--- config.mk ---
export PLATFORM = sky130hd
export DESIGN_NAME = joy_db15_tx_flat
export DESIGN_NICKNAME = d
export VERILOG_FILES = /design/src/rtl/joy_db15_tx_if.sv /design/src/rtl/joy_db15_tx.sv /design/src/flat_wrapper.sv
export SDC_FILE = /design/constraint.sdc
export NUM_CORES = 1
export LEC_CHECK = 0
export CORE_ASPECT_RATIO = 1.4
export CORE_UTILIZATION = 58
export CTS_CLUSTER_DIAMETER = 50
export DETAILED_ROUTE_END_ITERATION = 16
export DONT_BUFFER_PORTS = 1
export MAX_ROUTING_LAYER = met4
export PLACE_DENSITY = 0.78
export RECOVER_POWER = 25
export SLEW_MARGIN = 20
export SYNTH_ARGS = -nofsm -noshare
export SYNTH_HDL_FRONTEND = slang
export SYNTH_SLANG_ARGS = --single-unit
export TNS_END_PERCENT = 20
--- constraint.sdc ---
create_clock -name clk -period 3.6 [get_ports clk]
set_input_delay 0.36 -clock clk [delete_from_list [all_inputs] [get_ports clk]]
set_output_delay 0.36 -clock clk [all_outputs]
set_load 0.005 [all_outputs]
--- src/rtl/joy_db15_tx_if.sv ---
// ---------------------------------------------------------------------------
// joy_db15_tx_if
// Pin-level bundle between the host user port and the DB15 splitter
// emulation. The host side (master) drives the shift clock, the load strobe
// and the button maps. The emulated chain (slave) returns the serial data
// and the frame status.
// ---------------------------------------------------------------------------
interface joy_db15_tx_if;
    logic        joy_clk;     // host shift clock, asynchronous to clk
    logic        joy_load;    // host parallel-load strobe, active-low
    logic [15:0] joystick1;   // player-1 buttons, 1 = pressed, FEDCBAUDLR
    logic [15:0] joystick2;   // player-2 buttons, same encoding
    logic        joy_data;    // serial data to host, active-low
    logic        frame_done;  // one-clk pulse after the 32nd shift
    logic [5:0]  bit_cnt;     // shifts since last load, saturates at 32

    modport master (
        output joy_clk,
        output joy_load,
        output joystick1,
        output joystick2,
        input  joy_data,
        input  frame_done,
        input  bit_cnt
    );

    modport slave (
        input  joy_clk,
        input  joy_load,
        input  joystick1,
        input  joystick2,
        output joy_data,
        output frame_done,
        output bit_cnt
    );
endinterface : joy_db15_tx_if

--- src/rtl/joy_db15_tx.sv ---
// ---------------------------------------------------------------------------
// joy_db15_tx
// Far end of a DB15 joystick splitter: a 32-bit 74HC165-style parallel-in /
// serial-out chain clocked by the host through the user port.
//   * joy_clk / joy_load are brought into the clk domain by SYNC_STAGES flops.
//   * joy_load low loads ~{joystick2, joystick1} every cycle (transparent).
//   * a detected joy_clk rise (load high) shifts right, filling with 1.
//   * joy_data is shreg[0], registered together with the shift register, so
//     a pin edge reaches joy_data SYNC_STAGES+1 clk cycles later.
// Optional feature, macro JOY_DB15_TX_FILTER_EN: each synchronized input is
// followed by a stability filter that only follows the input after FILT_LEN
// consecutive equal samples (latency SYNC_STAGES+FILT_LEN+1).
// ---------------------------------------------------------------------------
module joy_db15_tx #(
    parameter int SYNC_STAGES = 2,
    parameter int FILT_LEN    = 4
) (
    input  logic          clk,
    input  logic          reset,
    joy_db15_tx_if.slave  bus
);

    // Elaboration-time parameter sanity check.
    if (SYNC_STAGES < 2 || SYNC_STAGES > 4 || FILT_LEN < 1) begin : g_param_check
        $error("joy_db15_tx: SYNC_STAGES must be 2..4 and FILT_LEN >= 1");
    end

    // -----------------------------------------------------------------------
    // Synchronizers. Idle values match an idle host: clock low, load high,
    // so leaving reset never looks like an edge or a load.
    // -----------------------------------------------------------------------
    logic [SYNC_STAGES-1:0] clk_sync_r;
    logic [SYNC_STAGES-1:0] load_sync_r;

    // Two-or-more flop synchronizer chains for the asynchronous host pins.
    always_ff @(posedge clk or posedge reset) begin
        if (reset) begin
            clk_sync_r  <= '0;
            load_sync_r <= '1;
        end else begin
            clk_sync_r  <= {clk_sync_r[SYNC_STAGES-2:0],  bus.joy_clk};
            load_sync_r <= {load_sync_r[SYNC_STAGES-2:0], bus.joy_load};
        end
    end

    logic clk_f_s;   // conditioned shift clock level
    logic load_f_s;  // conditioned load level (active-low)

`ifdef JOY_DB15_TX_FILTER_EN
    // -----------------------------------------------------------------------
    // Stability filters: the output flips only after FILT_LEN consecutive
    // samples that disagree with it; any agreeing sample restarts the count,
    // so pulses shorter than FILT_LEN cycles never get through.
    // -----------------------------------------------------------------------
    localparam int FCW = $clog2(FILT_LEN + 1);
    localparam logic [FCW-1:0] FCNT_LAST = FCW'(FILT_LEN - 1);

    logic           clk_filt_r;
    logic           load_filt_r;
    logic [FCW-1:0] clk_fcnt_r;
    logic [FCW-1:0] load_fcnt_r;

    // Stability filter on the synchronized shift clock.
    always_ff @(posedge clk or posedge reset) begin
        if (reset) begin
            clk_filt_r <= 1'b0;
            clk_fcnt_r <= '0;
        end else if (clk_sync_r[SYNC_STAGES-1] == clk_filt_r) begin
            clk_fcnt_r <= '0;
        end else if (clk_fcnt_r == FCNT_LAST) begin
            clk_filt_r <= clk_sync_r[SYNC_STAGES-1];
            clk_fcnt_r <= '0;
        end else begin
            clk_fcnt_r <= clk_fcnt_r + {{(FCW-1){1'b0}}, 1'b1};
        end
    end

    // Stability filter on the synchronized load strobe.
    always_ff @(posedge clk or posedge reset) begin
        if (reset) begin
            load_filt_r <= 1'b1;
            load_fcnt_r <= '0;
        end else if (load_sync_r[SYNC_STAGES-1] == load_filt_r) begin
            load_fcnt_r <= '0;
        end else if (load_fcnt_r == FCNT_LAST) begin
            load_filt_r <= load_sync_r[SYNC_STAGES-1];
            load_fcnt_r <= '0;
        end else begin
            load_fcnt_r <= load_fcnt_r + {{(FCW-1){1'b0}}, 1'b1};
        end
    end

    assign clk_f_s  = clk_filt_r;
    assign load_f_s = load_filt_r;
`else
    assign clk_f_s  = clk_sync_r[SYNC_STAGES-1];
    assign load_f_s = load_sync_r[SYNC_STAGES-1];
`endif

    // -----------------------------------------------------------------------
    // Edge detection and the shift chain.
    // -----------------------------------------------------------------------
    logic        clk_prev_r;
    logic        rise_s;
    logic [31:0] shreg_r;
    logic [31:0] shreg_n_s;
    logic [5:0]  cnt_r;
    logic [5:0]  cnt_n_s;
    logic        done_n_s;
    logic        joy_data_r;
    logic        frame_done_r;

    assign rise_s = clk_f_s & ~clk_prev_r;

    // Next-state of the chain: load dominates, otherwise shift on a rise.
    always_comb begin
        shreg_n_s = shreg_r;
        cnt_n_s   = cnt_r;
        done_n_s  = 1'b0;
        if (!load_f_s) begin
            shreg_n_s = ~{bus.joystick2, bus.joystick1};
            cnt_n_s   = 6'd0;
        end else if (rise_s) begin
            shreg_n_s = {1'b1, shreg_r[31:1]};
            if (cnt_r == 6'd32) begin
                cnt_n_s = cnt_r;
            end else begin
                cnt_n_s = cnt_r + 6'd1;
            end
            done_n_s = (cnt_r == 6'd31);
        end else begin
            shreg_n_s = shreg_r;
            cnt_n_s   = cnt_r;
        end
    end

    // Chain state and registered outputs; joy_data tracks the new shreg[0].
    always_ff @(posedge clk or posedge reset) begin
        if (reset) begin
            clk_prev_r   <= 1'b0;
            shreg_r      <= 32'hFFFF_FFFF;
            cnt_r        <= 6'd0;
            joy_data_r   <= 1'b1;
            frame_done_r <= 1'b0;
        end else begin
            clk_prev_r   <= clk_f_s;
            shreg_r      <= shreg_n_s;
            cnt_r        <= cnt_n_s;
            joy_data_r   <= shreg_n_s[0];
            frame_done_r <= done_n_s;
        end
    end

    assign bus.joy_data   = joy_data_r;
    assign bus.frame_done = frame_done_r;
    assign bus.bit_cnt    = cnt_r;

endmodule : joy_db15_tx

--- src/flat_wrapper.sv ---
// flat-port wrapper written by rule: the top's interface ports become plain ports
module joy_db15_tx_flat 
#(
    parameter int SYNC_STAGES = 2,
    parameter int FILT_LEN    = 4
)
  (clk, reset, bus_joy_clk, bus_joy_load, bus_joystick1, bus_joystick2, bus_joy_data, bus_frame_done, bus_bit_cnt);
  joy_db15_tx_if bus_i ();
  input  logic clk;
  input  logic reset;
  input wire logic [$bits(bus_i.joy_clk)-1:0] bus_joy_clk;
  input wire logic [$bits(bus_i.joy_load)-1:0] bus_joy_load;
  input wire logic [$bits(bus_i.joystick1)-1:0] bus_joystick1;
  input wire logic [$bits(bus_i.joystick2)-1:0] bus_joystick2;
  output wire logic [$bits(bus_i.joy_data)-1:0] bus_joy_data;
  output wire logic [$bits(bus_i.frame_done)-1:0] bus_frame_done;
  output wire logic [$bits(bus_i.bit_cnt)-1:0] bus_bit_cnt;
  assign bus_i.joy_clk = bus_joy_clk;
  assign bus_i.joy_load = bus_joy_load;
  assign bus_i.joystick1 = bus_joystick1;
  assign bus_i.joystick2 = bus_joystick2;
  assign bus_joy_data = bus_i.joy_data;
  assign bus_frame_done = bus_i.frame_done;
  assign bus_bit_cnt = bus_i.bit_cnt;
  joy_db15_tx #(.SYNC_STAGES(SYNC_STAGES), .FILT_LEN(FILT_LEN)) u_core (.clk(clk), .reset(reset), .bus(bus_i));
endmodule
==> results.py, run 1 <==
metrics = {
    "setup_path": {
        "required_ns": 3.56,
        "crit_buf_inv": 2,
        "cp.arrival_ns": 1.95,
        "cp_slowest_cell": "clkbuf_1",
        "critPathKind": "primary input to async pin",
        "crit_chain": "clkinv_1 > clkbuf_1",
        "end_kind": "async pin",
        "cp-start-kind": "primary input",
        "critical-path-top-delay-family": "buffers and inverters",
        "crit_fanout": 44,
        "critPathMaxStageDelay_ns": 1.55,
    },
    "clock_tree": {
        "cts_resized": 0,
        "clock_latency_ns": 0.28,
        "clk_pin_slew_worst_paths_ns": 0.08,
        "h-tree-depth": 2,
        "postCtsHoldBufs": 0,
        "cts_tree": "done",
        "root_buffer": "clkbuf_8",
        "clockBufferDepth": 2,
        "numCtsBuffers": 5,
        "cts_setup_buffers": 0,
        "clock_sinks": 44,
    },
    "yosys": {
        "yosys_warnings": 0,
        "synth_enable_flop_cells": 0,
        "syn-cell-area_um2": 2063,
        "synth_fa_ha_area_frac": 0.01213,
        "synthSimpleGateAreaFrac": 0.06186,
        "syn-num-nets": 189,
        "synth_cell_types": 25,
        "synthCells": 151,
        "syn_avg_cell_area_um2": 13.66,
        "synthXorXnorAreaFrac": 0,
        "ys_seq_elements": 44,
        "synth_common_cells": "mux2i_1 (66), dfstp_2 (34), dfrtp_1 (10)",
        "synth.most_common_cell": "mux2i_1",
        "synth-compound-area-share": 0.01759,
        "synth_top_area_frac": 0.4330,
        "yosysSeqAreaShare": 0.5543,
        "synthMuxAreaShare": 0.3202,
        "yosys.area.top_type": "dfstp_2",
        "synth_top_family_by_area": "multiplexers",
        "synth-async-reset-ratio": 1.000,
        "ys.flop_type": "dfstp_2",
        "synthTopCellsByArea": "dfstp_2 (43%), mux2i_1 (32%), dfrtp_1 (12%)",
    },
    "floorplanning": {
        "io_pins": 44,
        "rows": 25,
        "core_area_um2": 3378,
        "fp.dieH_um": 72.57,
        "die_x_um": 52.41,
        "initial_core_util": 0.6107,
        "die_area_um2": 3803,
    },
    "finish": {
        "multi_input_area_um2": 849.6,
        "final_cells": 191,
        "final_cell_area_um2": 2158,
        "seq_area_um2": 1144,
        "drive_above_1_share": 0.2980,
        "fin_util": 0.6389,
        "filler_cell_count": 290,
        "syn2layout_area_growth_pct": 4.609,
        "nets": 188,
        "antenna_cells": 0,
    },
    "placed_design": {
        "dp_worst_setup_slack_ns": 1.761,
        "place_inst": 183,
        "dp_hpwl_mm": 2.157,
        "io_buffer_count": 0,
        "gp_congestion": 0.8348,
        "place_area_um2": 2069,
    },
    "timing": {
        "final-setup-viol-count": 0,
        "max_slew_margin": -0.4561,
        "slew_viol_final": 45,
        "rsz0062_at_grt": "false",
        "final.min_clock_period_ns": 1.988,
        "skew_ns": 0.003194,
        "layout_setup_ws_ns": 1.612,
        "fin_crit_sh": 0.5522,
        "fmax_ghz": 0.5030,
        "hold_viol_final": 0,
        "fin_tns_setup_ns": 0,
        "worst_pin_slew_ns": 2.184,
    },
    "routing": {
        "wl_met2_mm": 1.707,
        "vias_per_cell": 5.979,
        "drc_errors": 0,
        "ant_nets": 0,
        "drtPass1Iterations": 4,
        "wl_met3_um": 221,
        "dr.max_layer_used": "met4",
        "wirelength_mm": 3.161,
        "vias": 1142,
        "wl_met1_mm": 1.193,
        "routedWlPerCell_um": 16.55,
        "first_iter_violations": 41,
    },
    "global_route": {
        "grt_overflow_total": 0,
        "grt_first_pass_wirelength_mm": 5.050,
        "grt_antenna_before_repair": 0,
        "grt_pass1_vias": 1155,
        "grt_max_degree": 45,
        "track_usage": 0.1840,
    },
    "hold_path": {
        "hold_class": "primary input to register",
    },
    "power_and_ir_drop": {
        "ir_drop_v": 0.0003624,
        "p_leak_nw": 1.016,
        "power_density_nw_per_um2": 476.0,
    },
    "flow_run": {
        "maxCapViolations": 1,
    },
    "status": {
        "violations": "capacitance limit, slew limit",
        "status": "complete, but fails checks",
    },
}
==> cells in the final DEF, fill, tap and decap left out <==
cell type / instances
a21o_1: 1
a2bb2oi_1: 1
and2b_1: 1
buf_4: 1
clkbuf_1: 1
clkbuf_8: 6
clkinv_1: 1
clkinv_2: 2
dfrtp_1: 10
dfstp_2: 34
ha_1: 2
inv_1: 2
mux2i_1: 66
nand2_1: 6
nand2b_1: 3
nand2b_4: 1
nand3_1: 2
nand4_1: 2
nand4b_1: 1
nor2_1: 2
nor3_1: 1
o21ai_0: 1
o22ai_1: 1
o32ai_1: 1
or4_4: 1
or4b_1: 1
==> logic make-up (layout without fill, tap and decap cells) <==
kind of cell,after synthesis,in the layout
AO/OA/AOI/OAI,5,5
adder cells (fa/ha/maj),2,2
buffers and inverters,13,13
flip-flops,44,44
multiplexers,66,66
AND/OR/NAND/NOR,21,21
==> final cells by class <==
| class | count | area share |
|---|---|---|
| clock inverter | 2 | 0.004638 |
| tap | 40 | 0.02319 |
| timing repair buffer | 2 | 0.005217 |
| inverter | 3 | 0.005217 |
| sequential | 44 | 0.5299 |
| clock buffer | 6 | 0.03826 |
| multi-input combinational | 94 | 0.3936 |
==> sequential cells by signal, summed over array words and instances (netlist names) <==
signal	count
u_core.shreg_r	32
u_core.bus.bit_cnt	6
u_core.clk_sync_r	2
u_core.load_sync_r	2
u_core.bus.frame_done	1
u_core.clk_prev_r	1
==> worst paths after layout <==
check                                startpoint               endpoint  slack [ns]  cells past startpoint
max reg2reg                   u_core.clk_prev_r  u_core.bus.frame_done        1.76                      3
min in group asynchronous                 reset   u_core.clk_sync_r[0]        0.75                      2
max                                       reset  u_core.bus.bit_cnt[4]        1.61                      2
max in group clk              u_core.clk_prev_r  u_core.bus.frame_done        1.76                      3
min                                bus_joy_load  u_core.load_sync_r[0]        0.07                      0
min reg2reg                u_core.clk_sync_r[0]   u_core.clk_sync_r[1]        0.36                      0
==> through the flow <==
stage / hold slack (ns) / power, mW
after global routing: 0.04960 / 1.071
after floorplan: 0.3312 / 0.7065
final: 0.06577 / 1.027
after CTS: 0.05665 / 1.041
after global placement: 0.3374 / 0.7202
after detailed placement: 0.3394 / 0.7303
==> routing by layer <==
metal / track usage / up-vias
met3: 0.03958 / 4
li1: - / 532
met2: 0.3179 / 49
met4: 0.07018 / 0
met5: - / -
met1: 0.2022 / 557
==> where the power goes <==
group / switching, mW / total (mW) / internal [mW] / leakage [nW]
clock network: 0.157 / 0.310 / 0.153 / 0.0510
logic: 0.0586 / 0.114 / 0.0551 / 0.475
registers: 0.0270 / 0.604 / 0.577 / 0.490
total: 0.242 / 1.03 / 0.785 / 1.02
Power figures use the tool's default switching activity.
==> run 2: changes to the inputs <==
--- a/config.mk
+++ b/config.mk
@@ -6,7 +6,7 @@
 export NUM_CORES = 1
 export LEC_CHECK = 0
 export CORE_ASPECT_RATIO = 1.4
-export CORE_UTILIZATION = 58
+export CORE_UTILIZATION = 56
 export CTS_CLUSTER_DIAMETER = 50
 export DETAILED_ROUTE_END_ITERATION = 16
 export DONT_BUFFER_PORTS = 1
==> constraint.sdc (replaced) <==
create_clock -name clk -period 1.6 [get_ports clk]
set_input_delay 0.16 -clock clk [delete_from_list [all_inputs] [get_ports clk]]
set_output_delay 0.16 -clock clk [all_outputs]
set_load 0.005 [all_outputs]
==> results.py, run 2 (synthesis results as in run 1) <==
metrics = {
    "status": {
        "status": "completed",
    },
    "global_route": {
        "grt_antenna_before_repair": 0,
        "track_usage": 0.2359,
        "grt_pass1_vias": 1386,
        "grt_overflow_total": 0,
        "grt_max_degree": 44,
        "grt_first_pass_wirelength_mm": 6.237,
    },
    "hold_path": {
        "hold_class": "primary input to async pin",
    },
    "clock_tree": {
        "cts_tree": "done",
        "clockBufferDepth": 2,
        "root_buffer": "clkbuf_8",
        "clock_sinks": 44,
        "clock_latency_ns": 0.30,
        "h-tree-depth": 2,
        "clk_pin_slew_worst_paths_ns": 0.08,
        "cts_setup_buffers": 0,
        "numCtsBuffers": 5,
    },
    "power_and_ir_drop": {
        "p_leak_nw": 1.196,
        "p_sw_frac": 0.2409,
        "power_density_nw_per_um2": 965.1,
        "seq_power_share": 0.548,
        "power_frac_clock": 0.312,
        "switching_power_uw": 600.3,
        "ir_drop_v": 0.0008213,
        "combPwrFrac": 0.141,
        "p_int_mw": 1.892,
        "p_total_mw": 2.492,
    },
    "placed_design": {
        "dp_hpwl_mm": 2.301,
        "dp_worst_setup_slack_ns": 0.1370,
        "gp_congestion": 0.7910,
        "io_buffer_count": 0,
        "place_inst": 186,
    },
    "timing": {
        "final-setup-viol-count": 0,
        "slew_viol_final": 0,
        "max_slew_margin": 0.5028,
        "worst_pin_slew_ns": 0.7412,
        "fmax_ghz": 0.6777,
        "layout_setup_ws_ns": 0.1245,
        "fin_tns_setup_ns": 0,
        "rsz0062_at_grt": "false",
        "fin_crit_sh": 0.9222,
        "skew_ns": 0.002768,
        "final.min_clock_period_ns": 1.475,
        "hold_viol_final": 0,
    },
    "setup_path": {
        "crit_cells": 3,
        "end_kind": "register",
        "critical-path-top-delay-family": "simple AND/OR/NAND/NOR gates",
        "critPathKind": "register to register",
        "cp-start-kind": "register",
        "cp_slowest_cell": "dfstp_2",
        "reg2regPathDepth": 3,
        "critPathMaxStageDelay_ns": 0.56,
        "required_ns": 1.78,
        "crit_chain": "or4b_1 > nor2_1 > o22ai_1",
        "cp.arrival_ns": 1.65,
        "crit_buf_inv": 0,
        "crit_fanout": 3,
    },
    "floorplanning": {
        "initial_core_util": 0.5996,
        "fp.dieH_um": 73.82,
        "die_area_um2": 3935,
        "io_pins": 44,
        "rows": 25,
        "core_area_um2": 3441,
        "die_x_um": 53.30,
    },
    "finish": {
        "largest_reg_flops": 32,
        "final_cells": 229,
        "fin_util": 0.7505,
        "syn2layout_area_growth_pct": 25.17,
        "regMostFlops": "u_core.shreg_r",
        "antenna_cells": 0,
        "nets": 226,
        "drive_above_1_share": 0.2540,
        "layout_common_cells": "mux2i_1 (66), dlygate4sd3_1 (35), dfstp_2 (34)",
        "final_common_cell": "mux2i_1",
    },
    "routing": {
        "drc_errors": 0,
        "ant_nets": 0,
        "vias_per_cell": 5.729,
        "wirelength_mm": 3.913,
        "drtPass1Iterations": 4,
        "vias": 1312,
        "routedWlPerCell_um": 17.09,
        "first_iter_violations": 23,
    },
    "flow_run": {
        "maxCapViolations": 0,
    },
}
## run 2: area by class of cell
cell class	count	area [um^2]
flip-flops and latches	44	1144
multi-input cells	94	849.6
repair buffers	40	425.4
well taps	40	50.05
fillers	238	858.3
clock inverters	1	5.005
inverters	3	11.26
clock buffers	7	97.59
## run 2: path summary, 6_finish.rpt
check / from / end / slack (ns)
worst max-delay path: u_core.load_sync_r[1] / u_core.bus.bit_cnt[1] / 0.12
worst min-delay path: reset / u_core.bus.bit_cnt[4] / 0.35
worst max register to register: u_core.load_sync_r[1] / u_core.bus.bit_cnt[1] / 0.12
worst min register to register: u_core.clk_sync_r[0] / u_core.clk_sync_r[1] / 0.35
max in group asynchronous: reset / u_core.shreg_r[20] / 0.66
min in group clk: u_core.clk_sync_r[0] / u_core.clk_sync_r[1] / 0.35
## run 2: layer usage
metal | vias to the layer above | track usage | part of all wire
li1 | 615 | - | -
met1 | 648 | 0.2337 | 0.39
met2 | 42 | 0.4250 | 0.55
met3 | 7 | 0.06211 | 0.043
met4 | 0 | 0.08772 | 0.017
met5 | - | - | 0
## run 2: worst reg2reg max path, stage by stage (launching register included)
cell     delay (ns)
dfstp_2        0.56
or4b_1         0.48
nor2_1         0.20
o22ai_1        0.12
## run 2: metrics by stage
stage	hold WS, ns	cell area (um^2)
after detailed placement	0.1151	2130
after global routing	0.3554	2582
after floorplan	0.1645	2063
after CTS	0.3533	2582
after global placement	0.09542	2130
final	0.3497	2582
## run 2: power by group through the flow
stage | sequential [mW] | combinational, mW | clock [mW]
finish | 1.36 | 0.351 | 0.777
CTS | 1.36 | 0.347 | 0.784
floorplan | 1.36 | 0.232 | 0
global route | 1.38 | 0.384 | 0.833
detailed placement | 1.38 | 0.277 | 0
global placement | 1.37 | 0.262 | 0
## run 2: what timing repair did
action / 4_1_cts / 5_1_grt
endpoints found under the setup margin: 0 / 0
hold buffers: 35 / 0
gates resized for setup: 0 / 0
hold endpoints to repair: 41 / 0
==> run 3: changes to the inputs <==
--- a/config.mk
+++ b/config.mk
@@ -6,12 +6,12 @@
 export NUM_CORES = 1
 export LEC_CHECK = 0
 export CORE_ASPECT_RATIO = 1.4
-export CORE_UTILIZATION = 56
+export CORE_UTILIZATION = 35
 export CTS_CLUSTER_DIAMETER = 50
 export DETAILED_ROUTE_END_ITERATION = 16
 export DONT_BUFFER_PORTS = 1
 export MAX_ROUTING_LAYER = met4
-export PLACE_DENSITY = 0.78
+export PLACE_DENSITY = 0.55
 export RECOVER_POWER = 25
 export SLEW_MARGIN = 20
 export SYNTH_ARGS = -nofsm -noshare
==> results.py, run 3 (synthesis results as in run 1) <==
metrics = {
    "setup_path": {
        "reg2regPathDepth": 3,
        "cp-start-kind": "register",
        "crit_fanout": 3,
        "cp.arrival_ns": 1.60,
        "worstReg2RegEnd": "u_core.bus.bit_cnt[1]",
        "required_ns": 1.76,
        "r2r_slack_ns": 0.16,
        "end_kind": "register",
        "critPathKind": "register to register",
        "startpoint": "u_core.load_sync_r[1]",
        "cp-endpoint": "u_core.bus.bit_cnt[1]",
        "worst_r2r_startpoint": "u_core.load_sync_r[1]",
    },
    "global_route": {
        "track_usage": 0.1418,
        "grt_pass1_vias": 1384,
        "grt_antenna_before_repair": 0,
        "grt_overflow_total": 0,
        "grt_first_pass_wirelength_mm": 6.396,
        "grt_max_degree": 45,
    },
    "power_and_ir_drop": {
        "p_sw_frac": 0.2314,
        "switching_power_uw": 553.4,
        "combPwrFrac": 0.141,
        "p_int_mw": 1.838,
        "power_frac_clock": 0.290,
        "p_total_mw": 2.391,
        "p_leak_nw": 1.184,
        "power_density_nw_per_um2": 925.0,
        "seq_power_share": 0.569,
        "ir_drop_v": 0.0005798,
    },
    "clock_tree": {
        "root_buffer": "clkbuf_8",
        "clk_pin_slew_worst_paths_ns": 0.08,
        "clock_latency_ns": 0.28,
        "numCtsBuffers": 5,
        "clockBufferDepth": 2,
        "clock_sinks": 44,
        "cts_tree": "done",
        "cts_setup_buffers": 0,
        "h-tree-depth": 2,
    },
    "floorplanning": {
        "initial_core_util": 0.3681,
        "rows": 32,
        "die_area_um2": 6210,
        "die_x_um": 66.89,
        "fp.dieH_um": 92.85,
        "io_pins": 44,
        "core_area_um2": 5605,
    },
    "placed_design": {
        "gp_congestion": 0.7272,
        "io_buffer_count": 0,
        "dp_worst_setup_slack_ns": 0.1606,
        "dp_hpwl_mm": 2.477,
    },
    "finish": {
        "antenna_cells": 0,
        "largest_reg_flops": 32,
        "layout_common_cells": "mux2i_1 (66), dlygate4sd3_1 (35), dfstp_2 (34)",
        "syn2layout_area_growth_pct": 25.29,
        "fin_util": 0.4612,
        "final_common_cell": "mux2i_1",
        "drive_above_1_share": 0.2526,
        "regMostFlops": "u_core.shreg_r",
        "nets": 227,
    },
    "routing": {
        "wirelength_mm": 3.740,
        "ant_nets": 0,
        "routedWlPerCell_um": 14.50,
        "vias": 1280,
        "drtPass1Iterations": 4,
        "vias_per_cell": 4.961,
        "drc_errors": 0,
        "first_iter_violations": 62,
    },
    "timing": {
        "layout_setup_ws_ns": 0.1595,
        "rsz0062_at_grt": "false",
        "worst_pin_slew_ns": 1.052,
        "hold_viol_final": 0,
        "fin_tns_setup_ns": 0,
        "final-setup-viol-count": 0,
        "final.min_clock_period_ns": 1.440,
        "skew_ns": 0.007978,
        "fin_crit_sh": 0.9003,
        "slew_viol_final": 0,
        "max_slew_margin": 0.2985,
        "fmax_ghz": 0.6942,
    },
    "flow_run": {
        "maxCapViolations": 0,
    },
    "status": {
        "status": "completed",
    },
    "hold_path": {
        "hold_class": "register to register",
    },
}
[run 3: cell types whose count changed in the layout (fill, tap and decap cells not counted)]
| cell | delta |
|---|---|
| buf_4 | +2 |
| clkbuf_8 | +1 |
| buf_12 | -2 |
| clkinv_2 | -1 |
| clkbuf_1 | +1 |
| clkbuf_2 | +1 |
| clkbuf_16 | -1 |
[run 3: repair_timing]
action                                 CTS  global route
hold buffers                            35             0
resized for setup                        0             0
endpoints found under the hold margin   44             0
[run 3: power groups by stage]
stage                     registers [mW]  logic [mW]  clock network (mW)
after global placement              1.37       0.260                   0
after CTS                           1.36       0.343               0.735
after detailed placement            1.38       0.274                   0
after global routing                1.38       0.378               0.777
final                               1.36       0.337               0.693
after floorplan                     1.36       0.232                   0
[run 3: worst min path at each step]
stage	start	endpoint	cells past startpoint
floorplan	bus_joy_load	u_core.load_sync_r[0]	0
global placement	bus_joy_load	u_core.load_sync_r[0]	0
detailed placement	bus_joy_load	u_core.load_sync_r[0]	0
CTS	u_core.clk_sync_r[0]	u_core.clk_sync_r[1]	0
global route	u_core.clk_sync_r[0]	u_core.clk_sync_r[1]	0
finish	u_core.clk_sync_r[0]	u_core.clk_sync_r[1]	0
[run 3: critical path: stages (launching register included)]
cell	delay, ns
dfstp_2	0.56
or4b_1	0.46
nor2_1	0.18
o22ai_1	0.12
[run 3: per-stage QoR]
stage	hold WS [ns]	instance area, um^2	std cells
floorplan	0.1645	2063	151
global placement	0.1647	2147	215
detailed placement	0.1647	2147	215
CTS	0.3589	2587	258
global route	0.3592	2585	258
finish	0.3527	2585	258
[run 3: layout make-up]
type	instances	area, um^2
Timing Repair Buffer	41	405.4
Fill cell	528	3020
Inverter	3	11.26
Clock buffer	8	90.09
Tap cell	68	85.08
Multi-Input combinational cell	94	849.6
Sequential cell	44	1144
[run 3: per-layer routing]
metal / GRT usage / up-vias / wire length [um]
met5: - / - / 0
met4: 0.04255 / 0 / 40
met3: 0.03695 / 4 / 160
met2: 0.2483 / 33 / 2089
met1: 0.1532 / 631 / 1450
li1: - / 612 / -
